<file path="config.mk">
export PLATFORM = sky130hd
export DESIGN_NAME = alu_flags_unit_flat
export DESIGN_NICKNAME = d
export VERILOG_FILES = /design/src/rtl/alu_pkg.sv /design/src/rtl/alu_flags_unit_if.sv /design/src/rtl/alu_mul_seq.sv /design/src/rtl/alu_flags_unit.sv /design/src/flat_wrapper.sv
export SDC_FILE = /design/constraint.sdc
export NUM_CORES = 1
export LEC_CHECK = 0
export BUFFER_PORTS_ARGS = -buffer_cell sky130_fd_sc_hd__buf_2
export CAP_MARGIN = 15
export CORE_UTILIZATION = 67
export CTS_BUF_LIST = sky130_fd_sc_hd__clkbuf_2 sky130_fd_sc_hd__clkbuf_4 sky130_fd_sc_hd__clkbuf_8
export CTS_CLUSTER_SIZE = 40
export DETAILED_ROUTE_END_ITERATION = 10
export HOLD_SLACK_MARGIN = 0.02
export PLACE_DENSITY = 0.95
export SLEW_MARGIN = 10
export SYNTH_ARGS = -nofsm -noshare
export SYNTH_HDL_FRONTEND = slang
export SYNTH_SLANG_ARGS = --single-unit
</file>
<file path="constraint.sdc">
create_clock -name clk -period 9.65 [get_ports clk]
set_input_delay 1.93 -clock clk [delete_from_list [all_inputs] [get_ports clk]]
set_output_delay 1.93 -clock clk [all_outputs]
set_load 0.005 [all_outputs]
</file>
<file path="src/rtl/alu_pkg.sv">
// Shared opcodes, flag bit positions and FSM state type for the ALU flag unit.
package alu_pkg;

    localparam logic [3:0] OP_PASSA = 4'h0;
    localparam logic [3:0] OP_PASSB = 4'h1;
    localparam logic [3:0] OP_NOTA  = 4'h2;
    localparam logic [3:0] OP_NOTB  = 4'h3;
    localparam logic [3:0] OP_ADD   = 4'h4;
    localparam logic [3:0] OP_ADC   = 4'h5;
    localparam logic [3:0] OP_SUB   = 4'h6;
    localparam logic [3:0] OP_AND   = 4'h7;
    localparam logic [3:0] OP_OR    = 4'h8;
    localparam logic [3:0] OP_XOR   = 4'h9;
    localparam logic [3:0] OP_LSL   = 4'hA;
    localparam logic [3:0] OP_LSR   = 4'hB;
    localparam logic [3:0] OP_ASR   = 4'hC;
    localparam logic [3:0] OP_ROL   = 4'hD;
    localparam logic [3:0] OP_ROR   = 4'hE;
    localparam logic [3:0] OP_MUL   = 4'hF;

    localparam int FLAG_Z = 3;
    localparam int FLAG_C = 2;
    localparam int FLAG_N = 1;
    localparam int FLAG_O = 0;

    typedef enum logic {
        IDLE = 1'b0,
        MUL  = 1'b1
    } state_t;

endpackage

</file>
<file path="src/rtl/alu_flags_unit_if.sv">
// Operand/result bus between the register file and the ALU flag unit.
interface alu_flags_unit_if #(
    parameter int WIDTH = 8
);
    logic             in_valid;
    logic             in_ready;
    logic [3:0]       op;
    logic [WIDTH-1:0] a;
    logic [WIDTH-1:0] b;
    logic [WIDTH-1:0] out;
    logic [WIDTH-1:0] out_hi;
    logic             out_valid;
    logic [3:0]       flags;

    modport master (
        output in_valid, op, a, b,
        input  in_ready, out, out_hi, out_valid, flags
    );

    modport slave (
        input  in_valid, op, a, b,
        output in_ready, out, out_hi, out_valid, flags
    );
endinterface

</file>
<file path="src/rtl/alu_mul_seq.sv">
// Shift-add multiplier: one partial product per cycle, WIDTH cycles after start.
module alu_mul_seq #(
    parameter int WIDTH = 8
) (
    input  logic               clk,
    input  logic               rst_n,
    input  logic               start,
    input  logic [WIDTH-1:0]   a,
    input  logic [WIDTH-1:0]   b,
    output logic               busy,
    output logic               done,
    output logic [2*WIDTH-1:0] product
);
    localparam int CW = $clog2(WIDTH);

    logic [CW-1:0]      count;
    logic [2*WIDTH-1:0] acc;
    logic [2*WIDTH-1:0] mcand;
    logic [WIDTH-1:0]   mplier;

    // product is the accumulator after the step taken at the coming edge;
    // done marks the edge on which that step is the last one.
    assign product = acc + (mplier[0] ? mcand : '0);
    assign done    = busy && (count == CW'(WIDTH - 1));

    always_ff @(posedge clk or negedge rst_n) begin
        if (!rst_n) begin
            busy   <= 1'b0;
            count  <= '0;
            acc    <= '0;
            mcand  <= '0;
            mplier <= '0;
        end else if (start) begin
            busy   <= 1'b1;
            count  <= '0;
            acc    <= '0;
            mcand  <= {{WIDTH{1'b0}}, a};
            mplier <= b;
        end else if (busy) begin
            acc    <= product;
            mcand  <= mcand << 1;
            mplier <= mplier >> 1;
            count  <= count + CW'(1);
            if (done) begin
                busy <= 1'b0;
            end
        end
    end
endmodule

</file>
<file path="src/rtl/alu_flags_unit.sv">
// 8-bit ALU stage with {Z,C,N,O} flag register, registered result and a
// sequential multiplier that back-pressures the register file while busy.
module alu_flags_unit
    import alu_pkg::*;
#(
    parameter int WIDTH = 8
) (
    input logic             clk,
    input logic             rst_n,
    alu_flags_unit_if.slave bus
);
    localparam int MSB = WIDTH - 1;

    state_t             state;
    logic [WIDTH-1:0]   out_q;
    logic [WIDTH-1:0]   hi_q;
    logic [3:0]         flags_q;
    logic               valid_q;

    logic               accept;
    logic               mul_start;
    logic               mul_busy;
    logic               mul_done;
    logic [2*WIDTH-1:0] product;

    logic [WIDTH-1:0]   res;
    logic [WIDTH:0]     sum;
    logic               c_next;
    logic               o_next;
    logic [3:0]         flags_alu;
    logic [3:0]         flags_mul;

    assign bus.in_ready  = (state == IDLE) && !mul_busy;
    assign bus.out       = out_q;
    assign bus.out_hi    = hi_q;
    assign bus.flags     = flags_q;
    assign bus.out_valid = valid_q;

    assign accept    = bus.in_valid && bus.in_ready;
    assign mul_start = accept && (bus.op == OP_MUL);

    alu_mul_seq #(.WIDTH(WIDTH)) u_mul (
        .clk     (clk),
        .rst_n   (rst_n),
        .start   (mul_start),
        .a       (bus.a),
        .b       (bus.b),
        .busy    (mul_busy),
        .done    (mul_done),
        .product (product)
    );

    always_comb begin
        // NOTE: every signal gets a default before the case so no path infers a latch.
        res    = '0;
        sum    = '0;
        c_next = flags_q[FLAG_C];
        o_next = flags_q[FLAG_O];
        case (bus.op)
            OP_PASSA: res = bus.a;
            OP_PASSB: res = bus.b;
            OP_NOTA:  res = ~bus.a;
            OP_NOTB:  res = ~bus.b;
            OP_ADD, OP_ADC: begin
                sum    = {1'b0, bus.a} + {1'b0, bus.b}
                       + {{WIDTH{1'b0}}, (bus.op == OP_ADC) && flags_q[FLAG_C]};
                res    = sum[MSB:0];
                c_next = sum[WIDTH];
                o_next = (bus.a[MSB] == bus.b[MSB]) && (res[MSB] != bus.a[MSB]);
            end
            OP_SUB: begin
                res    = bus.a - bus.b;
                c_next = (bus.a >= bus.b);
                o_next = (bus.a[MSB] != bus.b[MSB]) && (res[MSB] != bus.a[MSB]);
            end
            OP_AND:   res = bus.a & bus.b;
            OP_OR:    res = bus.a | bus.b;
            OP_XOR:   res = bus.a ^ bus.b;
            OP_LSL: begin
                res    = {bus.a[MSB-1:0], 1'b0};
                c_next = bus.a[MSB];
            end
            OP_LSR: begin
                res    = {1'b0, bus.a[MSB:1]};
                c_next = bus.a[0];
            end
            OP_ASR: begin
                res    = {bus.a[MSB], bus.a[MSB:1]};
                c_next = bus.a[0];
            end
            OP_ROL: begin
                res    = {bus.a[MSB-1:0], flags_q[FLAG_C]};
                c_next = bus.a[MSB];
            end
            OP_ROR: begin
                res    = {flags_q[FLAG_C], bus.a[MSB:1]};
                c_next = bus.a[0];
            end
            default: res = '0;
        endcase

        flags_alu[FLAG_Z] = (res == '0);
        flags_alu[FLAG_C] = c_next;
        flags_alu[FLAG_N] = res[MSB];
        flags_alu[FLAG_O] = o_next;

        flags_mul[FLAG_Z] = (product == '0);
        flags_mul[FLAG_C] = (product[2*WIDTH-1:WIDTH] != '0);
        flags_mul[FLAG_N] = product[2*WIDTH-1];
        flags_mul[FLAG_O] = flags_q[FLAG_O];
    end

    // out_valid is a pulse: cleared every cycle unless a result lands on this edge.
    always_ff @(posedge clk or negedge rst_n) begin
        // NOTE: state is updated with non-blocking assignments so every flop samples pre-edge values.
        if (!rst_n) begin
            state   <= IDLE;
            out_q   <= '0;
            hi_q    <= '0;
            flags_q <= '0;
            valid_q <= 1'b0;
        end else begin
            valid_q <= 1'b0;
            case (state)
                IDLE: begin
                    if (mul_start) begin
                        state <= MUL;
                    end else if (accept) begin
                        out_q   <= res;
                        hi_q    <= '0;
                        flags_q <= flags_alu;
                        valid_q <= 1'b1;
                    end
                end
                MUL: begin
                    if (mul_done) begin
                        out_q   <= product[WIDTH-1:0];
                        hi_q    <= product[2*WIDTH-1:WIDTH];
                        flags_q <= flags_mul;
                        valid_q <= 1'b1;
                        state   <= IDLE;
                    end
                end
                default: state <= IDLE;
            endcase
        end
    end
endmodule

</file>
<file path="src/flat_wrapper.sv">
// flat-port wrapper written by rule: the top's interface ports become plain ports
module alu_flags_unit_flat import alu_pkg::*;
#(
    parameter int WIDTH = 8
)
  (clk, rst_n, bus_in_valid, bus_op, bus_a, bus_b, bus_in_ready, bus_out, bus_out_hi, bus_out_valid, bus_flags);
  alu_flags_unit_if #(.WIDTH(WIDTH)) bus_i ();
  input logic clk;
  input logic rst_n;
  input wire logic [$bits(bus_i.in_valid)-1:0] bus_in_valid;
  input wire logic [$bits(bus_i.op)-1:0] bus_op;
  input wire logic [$bits(bus_i.a)-1:0] bus_a;
  input wire logic [$bits(bus_i.b)-1:0] bus_b;
  output wire logic [$bits(bus_i.in_ready)-1:0] bus_in_ready;
  output wire logic [$bits(bus_i.out)-1:0] bus_out;
  output wire logic [$bits(bus_i.out_hi)-1:0] bus_out_hi;
  output wire logic [$bits(bus_i.out_valid)-1:0] bus_out_valid;
  output wire logic [$bits(bus_i.flags)-1:0] bus_flags;
  assign bus_i.in_valid = bus_in_valid;
  assign bus_i.op = bus_op;
  assign bus_i.a = bus_a;
  assign bus_i.b = bus_b;
  assign bus_in_ready = bus_i.in_ready;
  assign bus_out = bus_i.out;
  assign bus_out_hi = bus_i.out_hi;
  assign bus_out_valid = bus_i.out_valid;
  assign bus_flags = bus_i.flags;
  alu_flags_unit #(.WIDTH(WIDTH)) u_core (.clk(clk), .rst_n(rst_n), .bus(bus_i));
endmodule
</file>
Yosys cells after proc, flatten, opt, wreduce, memory -nomap -nowiden. Cells that the tools add are included.

Bits in registers: 66. Bits of input ports: 23. Output and inout port bits: 22. Logic and storage cells: 101.

Add/subtract/negate cells: 5. Magnitude comparators: 1. Eq/ne operators: 25. Multiplexer cells: 33. Bitwise gates (word level): 6. Reductions and logical operators: 19.

Operators with widths (count): $pmux 8 s14 (1); $mux 16 (5); $mux 8 (8); $eq 4x4->1 const B (8); $pmux 8 s2 (2); $add 16x16->16 (1); $eq 4x3->1 const B (4); $logic_not 16->1 (1); $not 8->8 (2); $mux 4 (3); $add 8x8->9 (1); $add 9x1->9 (1); $and 8x8->8 (1); $eq 4x2->1 const B (2); $ge 8x8->1 (1); $logic_not 8->1 (1); $or 8x8->8 (1); $pmux 4 s2 (1); $reduce_and 4->1 (2); $reduce_bool 8->1 (1); $sub 8x8->8 (1); $xor 8x8->8 (1); $logic_and 1x1->1 (7); $mux 1 (7); 19 further kinds (26).

Logic depth before layout (Yosys ltp). Gate-level depths: netlist of run 1.

Word-level depth: 9. Gate-level depth with buffers: 15. Depth with buffers taken out: 13.

Cells and area by module. A second synthesis of run 1 with hierarchy kept.

Cell total of the unflattened synthesis: 692. Area total of the unflattened synthesis: 5671.7 um^2.

By module, submodules not included: alu_flags_unit (times used 1, cells each 391, area an instance 2839.0 um^2, seq. area each 550.5 um^2); alu_mul_seq (times used 1, cells each 301, area an instance 2832.7 um^2, seq. area each 1101.1 um^2).

Least setup slack after synthesis of run 1. OpenSTA, ideal clock, no wires.

Path type: input port to flip-flop. Start: input bus_op[0]. End: register u_core.flags_q[3], in the netlist u_core.bus.flags[3]. Setup time: 95 ps. Arrival time: 4571 ps. Data required time: 9555 ps. Path slack: 4983 ps. Stages on the path: 14. Buffers on the path: 2. Cells stage by stage: clkbuf_1 nor2b_1 clkbuf_1 nand3_1 fa_1 inv_1 fa_1 nor2_1 a21oi_1 mux4_2 nor2_1 and4_1 a32oi_1 o31ai_1.

Word-level cells in the longest chain between the ends: 8. Elaborated cells on any way between the ends: 27. Classes of those cells: 1 x add/sub; 16 x eq/ne; 4 x mux; 6 x reduce/logical.

RTL lines: start, declared (line flat_wrapper.sv:11) `input wire logic [$bits(bus_i.op)-1:0] bus_op;`; $eq 4x3->1 (line alu_flags_unit.sv:59, alu_flags_unit.sv:66); $logic_and 1x1->1 (line alu_flags_unit.sv:66) `+ {{WIDTH{1'b0}}, (bus.op == OP_ADC) && flags_q[FLAG_C]};`; $add 9x1->9 (line alu_flags_unit.sv:66); $pmux 8 s14 (line alu_flags_unit.sv:59) `case (bus.op)`; $logic_not 8->1 (line alu_flags_unit.sv:102) `flags_alu[FLAG_Z] = (res == '0);`; $mux 4 (line alu_flags_unit.sv:128) `end else if (accept) begin`; $mux 4 (line alu_flags_unit.sv:126) `if (mul_start) begin`; $pmux 4 s2 (line alu_flags_unit.sv:124) `case (state)`; end signal, assigned (line alu_flags_unit.sv:131) `flags_q <= flags_alu;`; end signal, assigned (line alu_flags_unit.sv:139) `flags_q <= flags_mul;`; end, declared (line alu_flags_unit.sv:17) `logic [3:0] flags_q;`.

Parallel ways exist; a longest one is shown, timed or not. The select of a mux whose other input is x is not followed. A chain may end at the register's enable or synchronous reset.

Worst setup path after layout of run 1. Ends and elaborated chain as after synthesis.

==> impl_metrics.csv, run 1 <==
group,metric,value,unit
sta,rsz0062_at_grt,"no",
synth,netlist_area,0.00528,mm2
setup_path,path_max_fanout,29,
synth,ys.flop_type,"dfrtp_1",
clocking,clockRootBuffer,"clkbuf_8",
final_layout,regArea,0.00165,mm2
final_layout,layout-drive-gt1-share,12.3,%
clocking,ctsHoldBuffers,0,
sta,finClkSkew,0.0163,ns
clocking,postCtsSetupRepairBufs,0,
die,fp.dieW,90.7,um
drt,vias,5278,
clocking,clock_sinks,66,
placed_design,place_congestion,0.977,
synth,async_reset_ff_share,100,%
synth,synth_area_leaders,"dfrtp_1, ha_1, nand2_1",
sta,period_needed,5.04,ns
drt,drt-pass1-iter-count,9,
synth,synth_edf_count,0,
sta,fmax,0.198,GHz
power,p_per_area,218,mW/mm2
min_path,hold_path.class,"flop to flop",
setup_path,critPathLaunchType,"primary input",
setup_path,cp.required,9.91,ns
final_layout,nFillCells,524,
final_layout,post-route-util,77.1,%
clocking,path_clk_slew,0.08,ns
global_routing,grt_pass1_wl,25900,um
setup_path,worst-path-buf-inv,2,
die,die-area,0.00823,mm2
final_layout,layout.cells.most_common,"nand2_1",
clocking,insertion_delay,0.37,ns
drt,wire_per_inst,21.8,um
clocking,h-tree-depth,3,
drt,route.detailed.drc,0,
final_layout,antenna_cells,0,
final_layout,area_growth,8.82,%
global_routing,track_usage,41.2,%
synth,ys_ff_latch,66,
synth,synth.distinct_cells,70,
global_routing,grt_overflow,0,
die,row_count,31,
setup_path,path_delay_family,"simple AND/OR/NAND/NOR gates",
setup_path,cp_data_arrival_time,5.31,ns
clocking,cts_resized,0,
job,maxCapViolations,0,
synth,syn_nets,698,
setup_path,crit_chain,"buf_2 > nor2b_1 > nand3_1 > fa_1 > inv_1 > fa_1 > nor2_1 > a22o_1 > o2bb2ai_1 > a2111oi_0 > and2_0 > and4_1 > a32oi_1 > o31ai_1",
power,power,1.25,mW
clocking,cts_tree,"done",
die,io-pin-count,45,
synth,ys_seq_area_share,31.3,%
sta,finalSetupTns,0,ns
synth,synth_top_area_share,31.3,%
die,start_util,70.9,%
power,leakagePower,2.83,nW
placed_design,io_buffers,44,
setup_path,critPathMostFrequentCell,"fa_1",
clocking,clockBufferDepth,2,
final_layout,fin_nets,720,
placed_design,hpwlAfterDp,11700,um
sta,post-route-period-util,52.3,%
global_routing,grt_max_degree,67,
global_routing,grt_pass1_vias,4950,
synth,ys.warnings.count,0,
sta,setup-violations-final,0,
drt,ant_nets,0,
setup_path,slowest_delay,0.56,ns
drt,routed_wirelength,16500,um
drt,first_iter_violations,553,
final_layout,final_cell_mix,"nand2_1, dfrtp_1, buf_2",
drt,viasPerCell,6.98,
synth,yosys.area.top_type,"dfrtp_1",
sta,hold_viol,0,
synth,syn-instance-count,630,
sta,slew-limit-headroom,18.0,%
setup_path,path_class,"primary input to flop",
sta,finalMaxSlewViolations,0,
setup_path,slowest_stage,"nor2b_1",
run_status,status,"finished, final reports clean",
die,die_y,90.7,um
final_layout,multiInputGateArea,0.00336,mm2
sta,worst_pin_slew,1.21,ns
power,ir_worst_vdd,0.000194,V
setup_path,critPathCaptureType,"flop",
global_routing,antenna_found_initial,1,
die,core_area,0.00745,mm2
clocking,cts_made_buffers,9,
synth,synth.avg_cell_area,8.38,um2
==> worst reg2reg max path, cell delays in order (launching register included) <==
cell and delay (ns):
dfrtp_1 0.68, and2_1 0.21, ha_1 0.20, inv_1 0.07, fa_1 0.41, nand2b_1 0.19, a21o_1 0.19, a31o_2 0.22
o21ai_1 0.31, nor2_1 0.10, o311ai_0 1.03, or4_1 0.27, o31ai_1 0.08
==> area by class of cell <==
type                       count  area share (%)
clock buffer                  10            2.40
inverter                      33            2.16
tap                           99            2.16
sequential                    66            28.8
multi-input combinational    493            58.4
clock inverter                 6            1.57
timing repair buffer          49            4.49
==> logic make-up after synthesis <==
group | share of synthesized area, %
AND/OR/NAND/NOR | 20.3
multiplexers | 3.72
adder cells (fa/ha/maj) | 11.2
flip-flops | 31.3
XOR/XNOR | 2.82
buffers and inverters | 5.19
AO/OA/AOI/OAI | 25.4
==> metal layers <==
layer	global-route usage, %	vias to the layer above	wire length, um
met5	0	-	8
met4	18.7	2	632
met3	14.2	66	2300
met2	61.1	395	7130
met1	54.3	2495	6380
li1	-	2320	-
==> report_power, final <==
group / switching [mW] / internal, mW / total [mW]
Clock: 0.120 / 0.153 / 0.273
Sequential: 0.0930 / 0.375 / 0.469
Combinational: 0.317 / 0.191 / 0.508
==> sequential cells by signal, indices dropped and copies added (netlist names) <==
name                  count
u_core.bus.out_valid      1
u_core.bus.out_hi         8
u_core.u_mul.busy         1
u_core.u_mul.mcand       16
u_core.state              1
u_core.u_mul.count        3
u_core.bus.out            8
u_core.u_mul.mplier       8
u_core.u_mul.acc         16
u_core.bus.flags          4
==> path summary, 6_finish.rpt <==
kind / slack, ns / startpoint / endpoint / depth (start not counted)
max in group asynchronous: 7.28 / rst_n / u_core.u_mul.busy$_DFF_PN0_ / 2
min in group asynchronous: 1.74 / rst_n / u_core.bus.flags[0]$_DFFE_PN0P_ / 2
worst min register to register: 0.48 / u_core.u_mul.mplier[1]$_DFFE_PN0P_ / u_core.u_mul.mplier[1]$_DFFE_PN0P_ / 2
worst max register to register: 5.55 / u_core.u_mul.mplier[0]$_DFFE_PN0P_ / u_core.bus.flags[3]$_DFFE_PN0P_ / 12
worst max-delay path: 4.61 / bus_op[0] / u_core.bus.flags[3]$_DFFE_PN0P_ / 14
worst min-delay path: 0.48 / u_core.u_mul.mplier[1]$_DFFE_PN0P_ / u_core.u_mul.mplier[1]$_DFFE_PN0P_ / 2
==> through the flow <==
| step | instance area (um2) | instances | hold WS, ns | setup slack [ns] |
|---|---|---|---|---|
| 4_1_cts | 5740 | 756 | 0.483 | 4.71 |
| 3_3_place_gp | 5510 | 740 | 0.454 | 4.45 |
| 6_report | 5740 | 756 | 0.482 | 4.61 |
| 3_5_place_dp | 5510 | 740 | 0.465 | 4.35 |
| 5_1_grt | 5740 | 756 | 0.504 | 4.34 |
| 2_1_floorplan | 5280 | 630 | 0.447 | 4.98 |
==> cell usage after synthesis (4+ instances only) <==
master	number
and2_1	20
o31ai_1	5
a31oi_1	7
a21o_1	7
o21ai_0	38
fa_1	4
nor2b_1	11
nand2b_1	11
a22oi_1	20
buf_2	6
a22o_1	10
or4_1	4
xor2_1	6
nor4_1	4
a32o_1	4
ha_1	41
and3_1	5
dfrtp_1	66
o211a_1	4
buf_1	4
a21oi_1	30
xnor2_1	11
nand2_1	107
o22ai_1	8
a221oi_1	6
nand3_1	15
inv_1	33
mux2i_1	14
clkbuf_1	28
nor2_1	24
nor3_1	9
(Power assumes the default switching activity.)
==> run 2: changes to the inputs <==
--- a/config.mk
+++ b/config.mk
@@ -7,12 +7,12 @@
 export LEC_CHECK = 0
 export BUFFER_PORTS_ARGS = -buffer_cell sky130_fd_sc_hd__buf_2
 export CAP_MARGIN = 15
-export CORE_UTILIZATION = 67
+export CORE_UTILIZATION = 57
 export CTS_BUF_LIST = sky130_fd_sc_hd__clkbuf_2 sky130_fd_sc_hd__clkbuf_4 sky130_fd_sc_hd__clkbuf_8
 export CTS_CLUSTER_SIZE = 40
 export DETAILED_ROUTE_END_ITERATION = 10
 export HOLD_SLACK_MARGIN = 0.02
-export PLACE_DENSITY = 0.95
+export PLACE_DENSITY = 0.88
 export SLEW_MARGIN = 10
 export SYNTH_ARGS = -nofsm -noshare
 export SYNTH_HDL_FRONTEND = slang
==> constraint.sdc (replaced) <==
create_clock -name clk -period 4.2 [get_ports clk]
set_input_delay 0.84 -clock clk [delete_from_list [all_inputs] [get_ports clk]]
set_output_delay 0.84 -clock clk [all_outputs]
set_load 0.005 [all_outputs]
==> impl_metrics.csv, run 2 (synthesis results as in run 1) <==
group,metric,value,unit
die,start_util,59.6,%
final_layout,antenna_cells,0,
sta,worst_pin_slew,1.02,ns
run_status,violations,"DRC",
drt,route.detailed.drc,1,
power,power,2.69,mW
placed_design,pre_cts_ws,0.485,ns
sta,post-route-period-util,89.4,%
job,maxCapViolations,0,
clocking,h-tree-depth,3,
final_layout,reg_top3,"u_core.u_mul.acc (16), u_core.u_mul.mcand (16)",
die,io-pin-count,45,
sta,fin_ws,0.443,ns
global_routing,grt_overflow,0,
sta,hold_viol,0,
sta,rsz0062_at_grt,"no",
sta,setup-violations-final,0,
sta,finClkSkew,0.00907,ns
sta,finalSetupTns,0,ns
setup_path,critPathCaptureType,"flop",
final_layout,layout-drive-gt1-share,13.3,%
clocking,insertion_delay,0.36,ns
clocking,clockBufferDepth,2,
drt,first_iter_violations,398,
setup_path,cp_data_arrival_time,4.01,ns
drt,ant_nets,0,
min_path,hold_path.class,"flop to flop",
setup_path,cp.required,4.45,ns
sta,period_needed,3.76,ns
placed_design,place_congestion,0.978,
die,fp.dieW,98.2,um
clocking,cts_tree,"done",
global_routing,grt_max_degree,46,
setup_path,critPathLaunchType,"flop",
final_layout,final_cell_mix,"nand2_1, dfrtp_1, buf_2",
global_routing,track_usage,32.5,%
die,row_count,34,
die,die_y,98.2,um
drt,drt-pass1-iter-count,11,
run_status,status,"complete, but fails checks",
drt,vias,5024,
clocking,clock_sinks,66,
final_layout,area_growth,9.03,%
setup_path,path_max_fanout,17,
die,die-area,0.00965,mm2
final_layout,fin_nets,727,
placed_design,hpwlAfterDp,11100,um
sta,finalMaxSlewViolations,0,
drt,routed_wirelength,15000,um
power,leakagePower,2.85,nW
die,core_area,0.00885,mm2
global_routing,grt_pass1_wl,24400,um
global_routing,grt_pass1_vias,4705,
clocking,cts_made_buffers,9,
clocking,cts_resized,0,
placed_design,io_buffers,44,
final_layout,layout.cells.most_common,"nand2_1",
sta,fmax,0.266,GHz
drt,wire_per_inst,19.4,um
global_routing,antenna_found_initial,0,
clocking,clockRootBuffer,"clkbuf_8",
clocking,ctsHoldBuffers,0,
setup_path,path_class,"flop to flop",
power,ir_worst_vdd,0.000318,V
final_layout,nFillCells,755,
clocking,path_clk_slew,0.07,ns
drt,viasPerCell,6.51,
clocking,postCtsSetupRepairBufs,0,
sta,slew-limit-headroom,31.8,%
power,p_per_area,467,mW/mm2
[run 2: cell types whose count changed in the layout (fill, tap and decap cells not counted)]
cell        previous run  this run
buf_4                  5        12
bufinv_16              2         0
clkbuf_4               0         3
clkinv_2               1         3
clkinv_4               2         0
clkinvlp_4             1         0
[run 2: cell type report]
| type | count | area, um2 | share of cell area, % |
|---|---|---|---|
| sequential | 66 | 1650 | 28.7 |
| inverter | 33 | 124 | 2.15 |
| clock inverter | 3 | 15.0 | 0.261 |
| tap | 108 | 135 | 2.35 |
| multi-input combinational | 493 | 3360 | 58.3 |
| clock buffer | 13 | 160 | 2.78 |
| timing repair buffer | 56 | 310 | 5.39 |
[run 2: worst max-delay path: stages, from the launching register on]
cell      delay, ns
dfrtp_1        0.62
and2_1         0.20
ha_1           0.21
inv_1          0.07
fa_1           0.40
nand2b_1       0.19
a21o_1         0.21
a31o_2         0.23
nand2_1        0.10
xnor2_1        0.11
or4_1          0.54
or4_1          0.51
o31ai_1        0.28
[run 2: worst paths after layout]
check,slack [ns],startpoint,cells after the start,end
max,0.44,u_core.u_mul.mplier[0]$_DFFE_PN0P_,12,u_core.bus.flags[3]$_DFFE_PN0P_
min,0.48,u_core.bus.out_hi[7]$_DFFE_PN0P_,2,u_core.bus.out_hi[7]$_DFFE_PN0P_
max reg2reg,0.44,u_core.u_mul.mplier[0]$_DFFE_PN0P_,12,u_core.bus.flags[3]$_DFFE_PN0P_
min reg2reg,0.48,u_core.bus.out_hi[7]$_DFFE_PN0P_,2,u_core.bus.out_hi[7]$_DFFE_PN0P_
max in group asynchronous,2.70,rst_n,2,u_core.bus.out_hi[1]$_DFFE_PN0P_
min in group asynchronous,0.65,rst_n,1,u_core.bus.out[2]$_DFFE_PN0P_
[run 2: per-layer routing]
metal	track usage [%]	vias to the layer above	wire length, um
li1	-	2331	-
met1	44.5	2420	6730
met2	51.1	245	6700
met3	7.95	28	1250
met4	9.64	0	312
met5	0	-	0
[run 2: metrics by stage]
stage                     area, um2  std cells  hold WS, ns  utilization (%)
after CTS                      5750        772        0.482             65.0
final                          5750        772        0.482             65.0
after global routing           5750        772        0.496             65.0
after floorplan                5280        630        0.447                -
after detailed placement       5580        756        0.467             63.0
after global placement         5580        756        0.458             63.0
[run 2: report_power, final]
part | total, mW | switching [mW] | internal (mW) | leakage (nW)
clock network | 0.487 | 0.240 | 0.247 | 0.0974
registers | 1.06 | 0.199 | 0.864 | 0.873
logic | 1.14 | 0.688 | 0.447 | 1.88
total | 2.69 | 1.13 | 1.56 | 2.85
